$ cat src/rtl/ahb_master_arbiter.sv
// Two-master AHB-Lite arbiter: master 0 (core) is the default owner, master 1 is the
// secondary master. Muxes address/data phases and enforces lock, burst and hold limits.
module ahb_master_arbiter #(
    parameter int MAX_HOLD = 16
) (
    input  logic        clk,
    input  logic        reset,
    input  logic        m0_req,
    input  logic        m1_req,
    input  logic        m0_lock,
    input  logic        m1_lock,
    input  logic [31:0] m0_haddr,
    input  logic [31:0] m1_haddr,
    input  logic [1:0]  m0_htrans,
    input  logic [1:0]  m1_htrans,
    input  logic        m0_hwrite,
    input  logic        m1_hwrite,
    input  logic [2:0]  m0_hsize,
    input  logic [2:0]  m1_hsize,
    input  logic [3:0]  m0_hprot,
    input  logic [3:0]  m1_hprot,
    input  logic [31:0] m0_hwdata,
    input  logic [31:0] m1_hwdata,
    input  logic        hready,
    output logic [31:0] haddr,
    output logic [1:0]  htrans,
    output logic        hwrite,
    output logic [2:0]  hsize,
    output logic [3:0]  hprot,
    output logic [31:0] hwdata,
    output logic        m0_grant,
    output logic        m1_grant,
    output logic        hmaster,
    output logic        hmaster_data
);
    localparam logic [1:0] HTRANS_BUSY = 2'b01;
    localparam logic [1:0] HTRANS_SEQ  = 2'b11;
    localparam logic [7:0] HOLD_LIM    = 8'(MAX_HOLD);

    typedef enum logic {OWN0 = 1'b0, OWN1 = 1'b1} own_e;

    typedef struct packed {
        logic [31:0] haddr;
        logic [1:0]  htrans;
        logic        hwrite;
        logic [2:0]  hsize;
        logic [3:0]  hprot;
    } addr_phase_t;

    addr_phase_t [1:0]        ap;
    logic [1:0]               req;
    logic [1:0]               lock;
    logic [1:0][31:0]         wdata;

    own_e                     state;
    logic [7:0]               hold_cnt;

    logic                     cur;
    logic                     oth;
    logic                     cur_req;
    logic                     oth_req;
    logic                     locked;
    logic                     in_burst;
    logic                     switch_now;
    logic                     park_now;
    logic                     hand_over;
    logic                     next_owner;
    logic [7:0]               hold_inc;

    assign ap[0]    = '{haddr: m0_haddr, htrans: m0_htrans, hwrite: m0_hwrite,
                        hsize: m0_hsize, hprot: m0_hprot};
    assign ap[1]    = '{haddr: m1_haddr, htrans: m1_htrans, hwrite: m1_hwrite,
                        hsize: m1_hsize, hprot: m1_hprot};
    assign req      = {m1_req, m0_req};
    assign lock     = {m1_lock, m0_lock};
    assign wdata    = {m1_hwdata, m0_hwdata};

    assign hmaster  = state;
    assign haddr    = ap[state].haddr;
    assign htrans   = ap[state].htrans;
    assign hwrite   = ap[state].hwrite;
    assign hsize    = ap[state].hsize;
    assign hprot    = ap[state].hprot;
    assign hwdata   = wdata[hmaster_data];

    // Arbitration rules in priority order: lock, burst, contended switch, park.
    always_comb begin
        cur        = state;
        oth        = ~cur;
        cur_req    = req[cur];
        oth_req    = req[oth];
        locked     = cur_req & lock[cur];
        in_burst   = (ap[cur].htrans == HTRANS_SEQ) || (ap[cur].htrans == HTRANS_BUSY);
        switch_now = !locked && !in_burst && oth_req && (!cur_req || hold_cnt >= HOLD_LIM);
        park_now   = !locked && !in_burst && !cur_req && !oth_req && cur;
        hand_over  = switch_now || park_now;
        next_owner = switch_now ? oth : 1'b0;
        hold_inc   = (hold_cnt >= HOLD_LIM) ? HOLD_LIM : hold_cnt + 8'd1;
    end

    always_ff @(posedge clk or negedge reset) begin
        if (!reset) begin
            state        <= OWN0;
            hmaster_data <= 1'b0;
            hold_cnt     <= 8'd0;
            m0_grant     <= 1'b1;
            m1_grant     <= 1'b0;
        end else if (hready) begin
            hmaster_data <= state;
            if (hand_over) begin
                state    <= own_e'(next_owner);
                m0_grant <= ~next_owner;
                m1_grant <= next_owner;
                hold_cnt <= 8'd0;
            end else if (oth_req) begin
                hold_cnt <= hold_inc;
            end else begin
                hold_cnt <= 8'd0;
            end
        end
    end
endmodule

$ cat config.mk
export PLATFORM = sky130hd
export DESIGN_NAME = ahb_master_arbiter
export DESIGN_NICKNAME = d
export VERILOG_FILES = /design/src/rtl/ahb_master_arbiter.sv
export SDC_FILE = /design/constraint.sdc
export NUM_CORES = 1
export LEC_CHECK = 0
export BUFFER_PORTS_ARGS = -buffer_cell sky130_fd_sc_hd__buf_4
export CAP_MARGIN = 20
export CORE_AREA = 2 2 90 92
export CTS_BUF_LIST = sky130_fd_sc_hd__clkbuf_8
export CTS_CLUSTER_DIAMETER = 80
export CTS_CLUSTER_SIZE = 16
export DETAILED_ROUTE_END_ITERATION = 8
export DIE_AREA = 0 0 92 94
export HOLD_SLACK_MARGIN = 0.12
export PLACE_DENSITY = 0.61
export SYNTH_ARGS = -nofsm -noshare
export SYNTH_HDL_FRONTEND = slang
export SYNTH_SLANG_ARGS = --single-unit
$ cat constraint.sdc
create_clock -name clk -period 1.84 [get_ports clk]
set_input_delay 0.184 -clock clk [delete_from_list [all_inputs] [get_ports clk]]
set_output_delay 0.184 -clock clk [all_outputs]
set_load 0.005 [all_outputs]
==> flow_summary_export.csv <==
group,metric,value,unit
detailed_routing,antenna_left,0,
worst_hold_path,whs_path_depth,2,
sta,slew_violations,0,
clock_network,cts_tree,"done",
clock_network,cts_sinks,11,
cells_and_area,fin_nets,533,
critical_path,start_kind,"register",
sta,hold_ws,216,ps
critical_path,worstPathMaxFanout,44,
critical_path,critical_path_buf_inv_count,2,
logic_synthesis,synth_nets,303,
outcome,status,"finished clean",
cells_and_area,drive_gt1_share,84.0,%
critical_path,crit_chain,"buf_12, mux2_2, buf_4",
critical_path,path_class,"reg2out",
logic_synthesis,synthArstFlopShare,100,%
cells_and_area,final_cell_mix,"233 x buf_4, 73 x mux2_2, 9 x dfrtp_1, 8 x a21oi_1",
die,io_pins,233,
cells_and_area,layout_commonest_cell,"buf_4",
cells_and_area,multiInputGateArea,0.00113,mm^2
critical_path,end_kind,"output pin",
detailed_routing,drtPass1Iterations,4,
logic_synthesis,ys.warnings.count,0,
cells_and_area,nFillCells,745,
critical_path,rrSetupSlack,320,ps
global_route,grt_pass1_wl,9700,um
sta,maxSlewHeadroom,73.5,%
worst_hold_path,min_from,"hready",
sta,fin_skew,7.05,ps
critical_path,cp_top_family,"flip-flops",
sta,hold_viol_final,0,
global_route,grt_overflow_total,0,
worst_hold_path,hold_class,"in2reg",
sta,tightest_slew,388,ps
detailed_routing,wl_per_cell,14.4,um
cells_and_area,final_cell_area,0.00339,mm^2
global_route,use_met3,4.41,%
critical_path,slowest_stage,"dfrtp_2",
detailed_routing,drcViolationCount,0,
logic_synthesis,ys.flop_type,"dfrtp_1",
logic_synthesis,synth_edf_count,0,
clock_network,clk_pin_slew_worst_paths,50,ps
clock_network,clk_latency,240,ps
worst_hold_path,hold-path-endpoint,"hold_cnt[6]$_DFFE_PN0P_",
pwr,powerDensity,830,mW/mm^2
die,core-area,0.00761,mm^2
global_route,grt_util_met2,27.1,%
placed_design,globalplace.congestion,0.790,
logic_synthesis,synth_seq_cells,11,
clock_network,clock-root-buffer,"clkbuf_8",
run,drv_cap,0,
pwr,p_leak,1.73,nW
logic_synthesis,ys_seq_area_share,18.8,%
critical_path,cpPeakStageDelay,450,ps
logic_synthesis,yosysUniqueCellTypes,28,
critical_path,r2r_cells,4,
global_route,grt_pass1_vias,2017,
placed_design,postPlaceCellArea,0.00333,mm^2
cells_and_area,diodes,0,
logic_synthesis,synthCells,146,
clock_network,htree_levels,1,
detailed_routing,drt-vias-per-instance,4.32,
die,die_area,0.00865,mm^2
pwr,ir_drop,0.495,mV
sta,setup_violations,0,
pwr,finalPower,2.81,mW
cells_and_area,syn_to_final_growth,131,%
placed_design,pre_cts_ws,317,ps
logic_synthesis,yosys-top-cells-area,"mux2_2 56%, dfrtp_1 17%, a21oi_1 2.7%, buf_2 2.4%, nor2b_1 2.1%",
logic_synthesis,synth.top_cell.area_share,55.9,%
critical_path,crit_required,1660,ps
sta,fmax,599,MHz
sta,tns,0,ps
placed_design,io_buffer_count,232,
global_route,grt_max_degree,45,
placed_design,dp_hpwl,5970,um
sta,fin_ws,171,ps
global_route,grt_use_total,13.9,%
cells_and_area,seq_area,278,um^2
die,core.rowCount,32,
detailed_routing,routed_wl,6860,um
die,start_util,19.3,%
critical_path,reg2reg_to,"m0_grant$_DFFE_PN1P_",
die,die_y,94,um
logic_synthesis,yosysTopAreaCell,"mux2_2",
sta,period_share,90.7,%
logic_synthesis,syn_area,0.00147,mm^2
logic_synthesis,avgSynthCellArea,10.1,um^2
die,die_x,92,um
clock_network,ctsLongestPathBuffers,2,
sta,rsz0062_at_grt,"false",
clock_network,cts_made_buffers,3,
detailed_routing,vias,2063,
global_route,use_met1,14.0,%
detailed_routing,drtIter0Drc,35,
critical_path,crit-reg2reg-launch,"hmaster$_DFFE_PN0P_",
global_route,busiest_layer,"met2",
sta,period_needed,1670,ps
global_route,antenna_found_initial,0,
critical_path,cp.arrival,1490,ps
[logic make-up after synthesis]
group	after synthesis	share of synthesized area (%)
adders and majority gates	2	1.70
AOI/OAI and AO/OA	25	11.5
muxes	73	55.9
and+or+nand+nor	21	7.66
DFF	11	18.8
buffers and inverters	14	4.43
[metrics by stage]
stage | util, % | instances
after floorplan | - | 146
after global placement | 43.8 | 472
after detailed placement | 43.8 | 472
after CTS | 44.6 | 477
after global routing | 44.6 | 477
final | 44.6 | 477
[cells in the mapped netlist (3+ instances only)]
cell type / instances
nand2_1: 5
inv_1: 3
nor2b_1: 5
nor2_1: 4
clkbuf_1: 3
buf_2: 7
mux2_2: 73
dfrtp_1: 10
a21oi_1: 8
o21ai_0: 4
a21o_1: 3
[where the power goes]
group | leakage [nW] | internal (mW) | switching, mW
logic | 1.56 | 1.46 | 0.776
clock network | 0.0269 | 0.146 | 0.0878
registers | 0.143 | 0.284 | 0.0576
total | 1.73 | 1.89 | 0.921
[area by class of cell]
class | count | area share (%)
Tap cell | 102 | 3.77
Inverter | 3 | 0.332
Multi-Input combinational cell | 121 | 33.3
Clock inverter | 1 | 0.111
Sequential cell | 11 | 8.19
Timing Repair Buffer | 236 | 53.1
Clock buffer | 3 | 1.22
[worst max-delay path by stage]
stage | cells past startpoint | endpoint | from | slack (ps)
after floorplan | 3 | haddr[0] | hmaster$_DFFE_PN0P_ | 330
after CTS | 3 | htrans[1] | hmaster$_DFFE_PN0P_ | 160
final | 3 | haddr[18] | hmaster$_DFFE_PN0P_ | 170
after global routing | 3 | htrans[1] | hmaster$_DFFE_PN0P_ | 120
after detailed placement | 3 | m0_grant$_DFFE_PN1P_ | hold_cnt[4]$_DFFE_PN0P_ | 320
after global placement | 3 | m0_grant$_DFFE_PN1P_ | hold_cnt[4]$_DFFE_PN0P_ | 340
[timing repair]
action	CTS	global route
setup buffers	0	0
hold buffers	1	0
gates resized for setup	0	0
endpoints found under the hold margin	11	0
[registers in the layout, indices dropped and copies added, names as in the netlist]
register,flops
m0_grant,1
hold_cnt,8
hmaster,1
hmaster_data,1
[metal layers]
metal	share of wire (%)	vias up
met1	32	892
met2	52	155
met3	14	9
met4	2.0	0
met5	0	-
li1	-	1007
No activity file was read; power rests on OpenSTA's default activity.
